==> src/rtl/piso_shift_tx.sv <==
// Parallel-in/serial-out transmitter: takes a word over valid/ready and emits it
// one bit per clock, with a reload in the last-bit cycle for gap-free streaming.
module piso_shift_tx #(
  parameter int WIDTH     = 8,
  parameter int MSB_FIRST = 1
) (
  input  logic             clk,
  input  logic             rst,
  input  logic [WIDTH-1:0] p_din,
  input  logic             load_valid,
  output logic             load_ready,
  output logic             s_dout,
  output logic             s_valid,
  output logic             s_last,
  output logic             busy
);

  localparam int CW = $clog2(WIDTH);
  localparam logic [CW-1:0] LAST_CNT = CW'(WIDTH - 1);

  typedef enum logic {IDLE, SHIFT} state_t;

  state_t           state_q, state_d;
  logic [CW-1:0]    cnt_q, cnt_d;
  logic [WIDTH-1:0] shreg_q, shreg_d;
  logic             at_last;
  logic             accept;

  assign at_last    = (cnt_q == LAST_CNT);
  assign load_ready = !rst && ((state_q == IDLE) || ((state_q == SHIFT) && at_last));
  assign accept     = load_valid && load_ready;

  always_comb begin
    state_d = state_q;
    cnt_d   = cnt_q;
    shreg_d = shreg_q;
    case (state_q)
      IDLE: begin
        if (accept) begin
          shreg_d = p_din;
          cnt_d   = '0;
          state_d = SHIFT;
        end
      end
      SHIFT: begin
        if (!at_last) begin
          cnt_d   = cnt_q + 1'b1;
          shreg_d = (MSB_FIRST != 0) ? {shreg_q[WIDTH-2:0], 1'b0}
                                     : {1'b0, shreg_q[WIDTH-1:1]};
        end else if (accept) begin
          shreg_d = p_din;
          cnt_d   = '0;
        end else begin
          // Clearing here keeps s_dout and the register quiet between words.
          shreg_d = '0;
          cnt_d   = '0;
          state_d = IDLE;
        end
      end
      default: begin
        state_d = IDLE;
        shreg_d = '0;
        cnt_d   = '0;
      end
    endcase
  end

  always_ff @(posedge clk) begin
    if (rst) begin
      state_q <= IDLE;
      cnt_q   <= '0;
      shreg_q <= '0;
    end else begin
      state_q <= state_d;
      cnt_q   <= cnt_d;
      shreg_q <= shreg_d;
    end
  end

  assign s_valid = (state_q == SHIFT);
  assign busy    = s_valid;
  assign s_last  = s_valid && at_last;
  assign s_dout  = s_valid && ((MSB_FIRST != 0) ? shreg_q[WIDTH-1] : shreg_q[0]);

endmodule

==> config.mk <==
export PLATFORM = sky130hd
export DESIGN_NAME = piso_shift_tx
export DESIGN_NICKNAME = d
export VERILOG_FILES = /design/src/rtl/piso_shift_tx.sv
export SDC_FILE = /design/constraint.sdc
export NUM_CORES = 1
export LEC_CHECK = 0
export BUFFER_PORTS_ARGS = -buffer_cell sky130_fd_sc_hd__buf_2
export CORE_MARGIN = 10
export CORE_UTILIZATION = 50
export DETAILED_ROUTE_END_ITERATION = 12
export PLACE_DENSITY = 0.75
export SYNTH_ARGS = -nofsm -noshare
export SYNTH_HDL_FRONTEND = slang
export SYNTH_SLANG_ARGS = --single-unit
==> constraint.sdc <==
create_clock -name clk -period 1.5 [get_ports clk]
set_input_delay 0.075 -clock clk [delete_from_list [all_inputs] [get_ports clk]]
set_output_delay 0.075 -clock clk [all_outputs]
set_load 0.03 [all_outputs]
==> results.sh, run 1 <==
export IMPL_drive_gt1_share_pct=34.88
export IMPL_fmax_mhz=686.6
export IMPL_rows=13
export IMPL_powerDensity_nw_per_um2=947.1
export IMPL_cts_sinks=12
export IMPL_synth_edff_count=0
export IMPL_critPathArrivalTime_ns=1.38
export IMPL_root_buffer="clkbuf_4"
export IMPL_grt_pass1_wl_um=2463
export IMPL_swShare_pct=27.52
export IMPL_yosysWarnings=0
export IMPL_synth_top_family_by_area="compound AO/OA/AOI/OAI gates"
export IMPL_synth_compound_area_share_pct=27.02
export IMPL_drc=0
export IMPL_diodes=0
export IMPL_cp_num_buf_inv=2
export IMPL_hold_viol=0
export IMPL_synth_distinct_cells=20
export IMPL_netlist_instances=70
export IMPL_yosysSeqAreaShare_pct=35.29
export IMPL_synth_commonest_cells="12 x dfxtp_1, 8 x nor2_1"
export IMPL_synth_top_area_share_pct=35.29
export IMPL_grt_antenna_before_repair=0
export IMPL_p_int_uw=548.9
export IMPL_fillerInstances=124
export IMPL_synthMuxAreaShare_pct=2.941
export IMPL_grt_setup_unrepaired="no"
export IMPL_multi_input_area_um2=386.6
export IMPL_synth_top_area_cell="dfxtp_1"
export IMPL_start_kind="flop"
export IMPL_synth_nets=83
export IMPL_routed_via_density=5.832
export IMPL_status="finished, final reports clean"
export IMPL_tns_ns=0
export IMPL_dr_pass1_iters=4
export IMPL_syn_area_um2=680.7
export IMPL_skew_ns=0.002499
export IMPL_p_clk_share_pct=35.2
export IMPL_grt_max_degree=16
export IMPL_area_growth_pct=17.46
export IMPL_p_sw_uw=208.4
export IMPL_dp_cells=95
export IMPL_synth_area_top_cells="dfxtp_1 35%, a32oi_1 9.0%, clkbuf_8 8.1%, a211oi_1 7.7%, o21bai_1 7.7%"
export IMPL_cts_tree="yes"
export IMPL_io_pin_count=16
export IMPL_maxCapViolations=0
export IMPL_routed_wl_um=1573
export IMPL_ant_nets=0
export IMPL_finalNonFillerCells=101
export IMPL_synthMostInstantiatedCell="dfxtp_1"
export IMPL_ir_worst_vdd_mv=0.6189
export IMPL_clock_latency_ns=0.28
export IMPL_seqCellArea_um2=242.7
export IMPL_synth_ff_type="dfxtp_1"
export IMPL_hold_class="in -> reg"
export IMPL_dieArea_um2=3237
export IMPL_place_congestion=0.7296
export IMPL_clk_path_buf_depth=2
export IMPL_crit_path_max_fanout=9
export IMPL_final_nets=100
export IMPL_core_area_um2=1285
export IMPL_synth_simple_area_share_pct=19.49
export IMPL_synthArstFlopShare_pct=0
export IMPL_drt_iter0_drc=10
export IMPL_cts_inserted_buffers=3
export IMPL_ys_ff_latch=12
export IMPL_required_ns=1.42
export IMPL_pwr_share_comb_pct=17.5
export IMPL_synth_xor_area_share_pct=0
export IMPL_max_stage_delay_ns=0.34
export IMPL_avgSynthCellArea_um2=9.724
export IMPL_die_w_um=56.90
export IMPL_wl_per_cell_um=15.57
export IMPL_leakage_nw=0.3135
export IMPL_start_util_pct=52.97
export IMPL_gr_total_overflow=0
export IMPL_tightest_slew_ns=0.3240
export IMPL_path_class="reg -> out"
export IMPL_dr_total_vias=589
export IMPL_final_max_slew_violation_count=0
export IMPL_synthAdderAreaFrac_pct=3.676
export IMPL_path_cells="ha_4 -> ha_4 -> buf_6 -> and2_1 -> buf_6"
export IMPL_crit_path_end_kind="output pin"
export IMPL_h_tree_depth=1
export IMPL_grtUsageTotal_pct=9.188
export IMPL_p_seq_share_pct=47.3
export IMPL_finalCritPeriodShare_pct=97.10
export IMPL_slew_headroom_pct=78.37
export IMPL_grt_pass1_vias=561
export IMPL_portBuffers=15
export IMPL_fp_dieH_um=56.90
export IMPL_setup_viol=0
export IMPL_path_clk_slew_ns=0.08
export IMPL_layout_min_cycle_time_ns=1.457
export IMPL_path_delay_family="flip-flops"
export IMPL_hold_buffers=0
export IMPL_slowest_stage="dfxtp_2"
-- registers in the layout (all words and copies together) (netlist names) --
signal / flops
shreg_q: 8
cnt_q: 3
busy: 1
-- layout make-up --
| class | instances | area share, % |
|---|---|---|
| Tap cell | 15 | 2.347 |
| Sequential cell | 12 | 30.36 |
| Clock buffer | 4 | 4.538 |
| Multi-Input combinational cell | 51 | 48.36 |
| Timing Repair Buffer | 19 | 14.40 |
-- power by group through the flow --
stage | Clock (mW) | Sequential [mW] | Combinational (mW)
after floorplan | 0 | 0.363 | 0.100
after global placement | 0 | 0.364 | 0.123
after detailed placement | 0 | 0.364 | 0.125
after CTS | 0.274 | 0.357 | 0.129
after global routing | 0.289 | 0.362 | 0.145
final | 0.266 | 0.358 | 0.133
-- cell usage in the layout, fill, tap and decap left out --
cell / synthesis / layout
buf_2: 1 / 14
dfxtp_1: 12 / 10
nor2_1: 8 / 8
a32oi_1: 7 / 7
o21bai_1: 7 / 7
nor3_1: 7 / 7
a211oi_1: 7 / 7
clkbuf_4: 0 / 3
buf_4: 1 / 3
and2_1: 2 / 2
mux2i_1: 2 / 2
nor3b_1: 2 / 2
a21oi_1: 2 / 2
ha_4: 0 / 2
dfxtp_2: 0 / 2
buf_6: 1 / 2
nor2b_4: 1 / 1
and2b_4: 1 / 1
or2b_4: 1 / 1
nand3_1: 1 / 1
o21a_1: 1 / 1
clkbuf_8: 4 / 1
-- kinds of logic (layout without fill, tap and decap cells) --
group,count (synthesis),count (layout)
compound gates,24,24
mux,2,2
simple gates,23,23
fa+ha+maj,2,2
flops,12,12
buf+inv,7,23
-- through the flow --
step	setup WS [ns]	util [%]	power (mW)	hold WS (ns)	cell area [µm²]
final	0.04349	62.22	0.7572	0.1329	799.5
after detailed placement	0.1398	55.31	0.4894	0.4281	710.7
after CTS	0.009507	60.76	0.7598	0.1280	780.7
after global placement	0.1944	55.31	0.4868	0.4173	710.7
after floorplan	0.1005	-	0.4633	0.1478	680.7
after global routing	0.006085	62.22	0.7954	0.1409	799.5
-- path summary, 6_finish.rpt --
check	to	slack, ns	cells after the start	start
max	s_last	0.04	5	cnt_q[0]
min	shreg_q[0]	0.13	2	rst
max reg2reg	shreg_q[1]	0.17	6	cnt_q[0]
min reg2reg	shreg_q[3]	0.59	2	shreg_q[2]
-- routing by layer --
metal	wire length [µm]	part of all wire, %	global-route usage (%)	vias up
li1	-	-	-	297
met1	689	44	9.147	277
met2	783	50	16.12	12
met3	80	5.1	4.494	3
met4	20	1.3	3.020	0
met5	0	0	0	-
-- repair_timing --
action,4_1_cts,5_1_grt
pin swaps,0,0
endpoints found under the setup margin,2,1
resized for setup,7,2
buffers inserted,1,1
(Power assumes the default switching activity.)
==> run 2, diff against run 1 <==
--- a/config.mk
+++ b/config.mk
@@ -5,8 +5,9 @@
 export SDC_FILE = /design/constraint.sdc
 export NUM_CORES = 1
 export LEC_CHECK = 0
+export ABC_AREA = 1
 export BUFFER_PORTS_ARGS = -buffer_cell sky130_fd_sc_hd__buf_2
-export CORE_MARGIN = 10
+export CORE_MARGIN = 4
 export CORE_UTILIZATION = 50
 export DETAILED_ROUTE_END_ITERATION = 12
 export PLACE_DENSITY = 0.75
==> run 2 against run 1 <==
  * Maximum frequency shrank 1.2%
  * Global-route usage grew 6.7 points
  * Cell count grew 30%
  * Synthesized area shrank 3.7%
  * Sequential cell count is the same
  * Highest routed layer is now met3
==> results.sh, run 2 <==
export IMPL_routed_wl_um=1348
export IMPL_area_growth_pct=30.92
export IMPL_tns_ns=0
export IMPL_path_delay_family="buffers and inverters"
export IMPL_hold_viol=0
export IMPL_dr_total_vias=641
export IMPL_drive_gt1_share_pct=34.19
export IMPL_grt_pass1_vias=577
export IMPL_powerDensity_nw_per_um2=934.8
export IMPL_yosysWarnings=0
export IMPL_hpwl_um=941.9
export IMPL_avgSynthCellArea_um2=6.975
export IMPL_cts_sinks=12
export IMPL_maxCapViolations=0
export IMPL_cp_num_buf_inv=4
export IMPL_grt_setup_unrepaired="yes"
export IMPL_finalCritPeriodShare_pct=98.32
export IMPL_gr_total_overflow=0
export IMPL_h_tree_depth=1
export IMPL_slew_headroom_pct=81.69
export IMPL_dieArea_um2=1955
export IMPL_fillerInstances=93
export IMPL_path_clk_slew_ns=0.09
export IMPL_synth_edff_count=0
export IMPL_synthArstFlopShare_pct=0
export IMPL_synth_distinct_cells=17
export IMPL_layout_min_cycle_time_ns=1.475
export IMPL_wl_per_cell_um=10.29
export IMPL_ant_nets=0
export IMPL_drc=0
export IMPL_synthMostInstantiatedCell="nand2_1"
export IMPL_largest_reg_flops=8
export IMPL_synth_ff_type="dfxtp_1"
export IMPL_synth_top_area_cell="dfxtp_1"
export IMPL_rows=12
export IMPL_synth_nets=107
export IMPL_final_nets=131
export IMPL_hold_buffers=0
export IMPL_grt_antenna_before_repair=0
export IMPL_cts_inserted_buffers=3
export IMPL_leakage_nw=0.4242
export IMPL_start_util_pct=55.98
export IMPL_grt_pass1_wl_um=2311
export IMPL_status="finished, final reports clean"
export IMPL_required_ns=1.42
export IMPL_grt_max_degree=20
export IMPL_slowest_stage="dfxtp_2"
export IMPL_fmax_mhz=678.1
export IMPL_tightest_slew_ns=0.2743
export IMPL_clock_latency_ns=0.28
export IMPL_path_cells="ha_4 -> ha_4 -> inv_2 -> nand2_4 -> buf_6 -> inv_4 -> nor2_4 -> buf_6"
export IMPL_clk_path_buf_depth=2
export IMPL_synth_commonest_cells="19 x nand2_1, 18 x a21oi_1, 12 x dfxtp_1, 12 x inv_1"
export IMPL_setup_viol=0
export IMPL_place_congestion=0.7659
export IMPL_die_w_um=44.21
export IMPL_routed_via_density=4.893
export IMPL_crit_path_end_kind="output pin"
export IMPL_portBuffers=15
export IMPL_ir_worst_vdd_mv=0.6228
export IMPL_path_class="reg -> out"
export IMPL_drt_iter0_drc=10
export IMPL_start_kind="flop"
export IMPL_critPathArrivalTime_ns=1.40
export IMPL_whs_ns=0.02783
export IMPL_synth_top_area_share_pct=36.64
export IMPL_netlist_instances=94
export IMPL_dr_pass1_iters=4
export IMPL_fp_dieH_um=44.21
export IMPL_final_max_slew_violation_count=0
export IMPL_grtUsageTotal_pct=15.93
export IMPL_core_area_um2=1171
export IMPL_final_common_cell="nand2_1"
export IMPL_syn_area_um2=655.6
export IMPL_root_buffer="clkbuf_4"
export IMPL_hold_class="in -> reg"
export IMPL_synth_area_top_cells="dfxtp_1 37%, a21oi_1 14%, nand2_1 11%, nand3_1 7.6%, inv_1 6.9%"
export IMPL_largest_register="shreg_q"
export IMPL_yosysSeqAreaShare_pct=36.64
export IMPL_max_stage_delay_ns=0.34
export IMPL_crit_path_max_fanout=3
export IMPL_io_pin_count=16
export IMPL_skew_ns=0.01672
export IMPL_mostFrequentLayoutCells="19 x nand2_1, 18 x a21oi_1, 14 x buf_2"
export IMPL_cts_tree="yes"
export IMPL_ys_ff_latch=12
export IMPL_diodes=0
==> run 2: cell count changes after synthesis, moves of 4 or more <==
cell and delta:
clkbuf_8 -4, nand3_1 +9, a211oi_1 -7, nand2_1 +19, nor3_1 -7, a21oi_1 +16
inv_1 +12, o21bai_1 -7, a32oi_1 -7
==> run 2: cell type report <==
class	count	area (µm²)	area share, %
Multi-Input combinational cell	64	361.6	42.13
Sequential cell	12	242.7	28.28
Inverter	14	55.05	6.414
Timing Repair Buffer	23	145.1	16.91
Tap cell	14	17.52	2.041
Clock buffer	4	36.28	4.227
==> run 2: worst paths after layout <==
path / slack [ns] / end / startpoint / cells past startpoint
setup reg to reg: 0.12 / shreg_q[3] / cnt_q[0] / 9
hold / removal: 0.03 / shreg_q[5] / p_din[5] / 3
hold reg to reg: 0.50 / shreg_q[0] / shreg_q[0] / 2
setup / recovery: 0.03 / load_ready / cnt_q[0] / 8
==> run 2: logic make-up after synthesis <==
group	after synthesis	synth area share [%]
and+or+nand+nor	43	31.11
AOI/OAI and AO/OA	19	14.50
buffers and inverters	18	13.93
DFF	12	36.64
adders and majority gates	2	3.816
==> run 2: metrics by stage <==
stage	utilization (%)	total power, mW	setup slack [ns]	instances	area (µm²)
global placement	62.07	0.5147	0.07900	121	726.9
floorplan	-	0.4822	0.07027	94	658.1
detailed placement	62.07	0.5173	0.02978	121	726.9
global route	73.29	0.8485	-0.01141	131	858.3
CTS	71.58	0.7964	0.01400	129	838.3
finish	73.29	0.8023	0.02527	131	858.3
==> run 2: routing by layer <==
metal	wire length (µm)	GRT usage (%)	vias up
met5	0	0	-
met4	0	2.410	0
met3	98	8.537	0
met2	669	28.20	13
met1	580	16.91	282
li1	-	-	346
==> run 2: what timing repair did <==
item,4_1_cts,5_1_grt
resized for setup,13,1
setup buffers,4,2
endpoints found under the setup margin,2,8
endpoints found under the hold margin,0,0
pin swaps,0,1
==> run 2: worst reg2reg max path: cells and delay by family (launching register included) <==
kind | cells | cell delay, ns
AO/OA/AOI/OAI | 2 | 0.17
AND/OR/NAND/NOR | 2 | 0.16
buffers and inverters | 3 | 0.32
flip-flops | 1 | 0.34
adder cells (fa/ha/maj) | 2 | 0.31
==> run 2: power by group <==
group | switching, mW | total, mW | internal (mW)
logic | 0.106 | 0.185 | 0.0795
registers | 0.0117 | 0.356 | 0.344
clock network | 0.113 | 0.261 | 0.148
total | 0.231 | 0.802 | 0.572
==> run 3, diff against run 2 <==
--- a/config.mk
+++ b/config.mk
@@ -7,7 +7,6 @@
 export LEC_CHECK = 0
 export ABC_AREA = 1
 export BUFFER_PORTS_ARGS = -buffer_cell sky130_fd_sc_hd__buf_2
-export CORE_MARGIN = 4
 export CORE_UTILIZATION = 50
 export DETAILED_ROUTE_END_ITERATION = 12
 export PLACE_DENSITY = 0.75
==> run 3 against run 2 <==
  * Sequential power barely moved
  * Die area is 25% lower
  * Maximum frequency fell by 1.4%
  * Via count unchanged
  * Clock power shrank 2%
  * Core utilization shrank 0.35 points
  * Wire length down 4.8%
  * First-iteration DRC count rose by 90%
  * Global-route usage grew 4.8 points
==> results.sh, run 3 (synthesized netlist as in run 2, its figures left out) <==
export IMPL_status="finished, final reports clean"
export IMPL_cts_inserted_buffers=3
export IMPL_final_nets=129
export IMPL_clk_path_buf_depth=2
export IMPL_path_delay_family="buffers and inverters"
export IMPL_dp_cells=121
export IMPL_power_total_uw=792.1
export IMPL_grt_pass1_vias=525
export IMPL_maxCapViolations=0
export IMPL_hpwl_um=855.1
export IMPL_start_util_pct=56.71
export IMPL_io_pin_count=16
export IMPL_postLayoutCellArea_um2=843.3
export IMPL_leakage_nw=0.4146
export IMPL_grt_antenna_before_repair=0
export IMPL_dieArea_um2=1460
export IMPL_final_max_slew_violation_count=0
export IMPL_path_clk_slew_ns=0.08
export IMPL_reg2reg_depth=8
export IMPL_finalNonFillerCells=129
export IMPL_drc=0
export IMPL_path_cells="ha_4 -> ha_4 -> inv_2 -> nand2_4 -> buf_6 -> inv_4 -> nor2_4 -> buf_6"
export IMPL_setup_viol=0
export IMPL_crit_path_end_kind="output pin"
export IMPL_grt_pass1_wl_um=2070
export IMPL_area_growth_pct=28.63
export IMPL_cts_sinks=12
export IMPL_worstSetupStartpoint="cnt_q[1]"
export IMPL_fmax_mhz=668.8
export IMPL_clock_latency_ns=0.28
export IMPL_routed_wl_um=1283
export IMPL_largest_register="shreg_q"
export IMPL_final_common_cell="nand2_1"
export IMPL_required_ns=1.42
export IMPL_ant_nets=0
export IMPL_r2r_start="cnt_q[1]"
export IMPL_path_class="reg -> out"
export IMPL_rr_endpoint="shreg_q[4]"
export IMPL_fp_dieH_um=38.21
export IMPL_critPathArrivalTime_ns=1.42
export IMPL_largest_reg_flops=8
export IMPL_mostFrequentLayoutCells="19 x nand2_1, 18 x a21oi_1, 14 x buf_2"
export IMPL_whs_ns=0.03530
export IMPL_slowest_stage="dfxtp_2"
export IMPL_place_area_um2=726.9
export IMPL_finalCritPeriodShare_pct=99.68
export IMPL_cts_tree="yes"
export IMPL_tightest_slew_ns=0.2929
export IMPL_hold_viol=0
export IMPL_hold_class="in -> reg"
export IMPL_grtUsageTotal_pct=20.69
export IMPL_layout_min_cycle_time_ns=1.495
export IMPL_slew_headroom_pct=80.45
export IMPL_portBuffers=15
export IMPL_crit_path_max_fanout=4
export IMPL_grt_max_degree=20
export IMPL_skew_ns=0.01310
export IMPL_hold_end="shreg_q[7]"
export IMPL_core_area_um2=1156
export IMPL_whs_path_depth=3
export IMPL_grt_setup_unrepaired="yes"
export IMPL_start_kind="flop"
export IMPL_drive_gt1_share_pct=33.04
export IMPL_die_w_um=38.21
export IMPL_drt_iter0_drc=19
export IMPL_root_buffer="clkbuf_4"
export IMPL_max_stage_delay_ns=0.34
export IMPL_dr_total_vias=641
export IMPL_cp_num_buf_inv=4
export IMPL_h_tree_depth=1
export IMPL_rows=12
export IMPL_routed_via_density=4.969
export IMPL_powerDensity_nw_per_um2=939.2
export IMPL_place_congestion=0.7651
export IMPL_hold_path_startpoint="p_din[7]"
export IMPL_dr_pass1_iters=4
export IMPL_r2r_setup_slack_ns=0.11
export IMPL_diodes=0
export IMPL_ir_worst_vdd_mv=0.7199
export IMPL_wl_per_cell_um=9.946
export IMPL_gr_total_overflow=0
==> run 3: power breakdown <==
group          total (mW)  internal (mW)  switching [mW]  leakage (nW)
logic               0.178         0.0744           0.103         0.294
registers           0.358          0.344          0.0138        0.0999
clock network       0.256          0.148           0.109        0.0210
==> run 3: per-stage QoR <==
step	setup WS [ns]	TNS (ns)	util (%)
floorplan	0.07027	0	-
global placement	0.07236	0	62.88
detailed placement	0.005466	0	62.88
CTS	0.003402	0	71.21
global route	-0.03803	-0.03803	72.94
finish	0.004789	0	72.94
==> run 3: routing by layer <==
layer,GRT usage (%),vias to the layer above,routed length (µm)
met5,0,-,0
met4,5.357,0,6
met3,8.721,2,79
met2,33.90,16,607
met1,24.55,279,590
li1,-,344,-
==> run 3: worst max path at each step <==
stage / to / cells after the start
floorplan: shreg_q[0] / 8
global placement: shreg_q[2] / 8
detailed placement: shreg_q[6] / 8
CTS: load_ready / 8
global route: load_ready / 8
finish: load_ready / 8
==> run 3: what timing repair did <==
action,CTS,global route
cloned,0,0
buffers inserted,2,2
pin swaps,0,1
gates resized for setup,13,1
hold buffers,0,0
setup endpoints to repair,8,8
==> run 3: cell type report <==
cell class	instances	area, µm²
Sequential cell	12	242.7
Multi-Input combinational cell	64	361.6
Timing Repair Buffer	21	130.1
Clock buffer	4	36.28
Tap cell	14	17.52
Fill cell	94	312.8
Inverter	14	55.05
==> run 3: tightest hold or removal path: cells and delay by family <==
kind | cells | cell delay, ns
buf+inv | 1 | 0.09
simple gates | 1 | 0.05
compound gates | 1 | 0.05
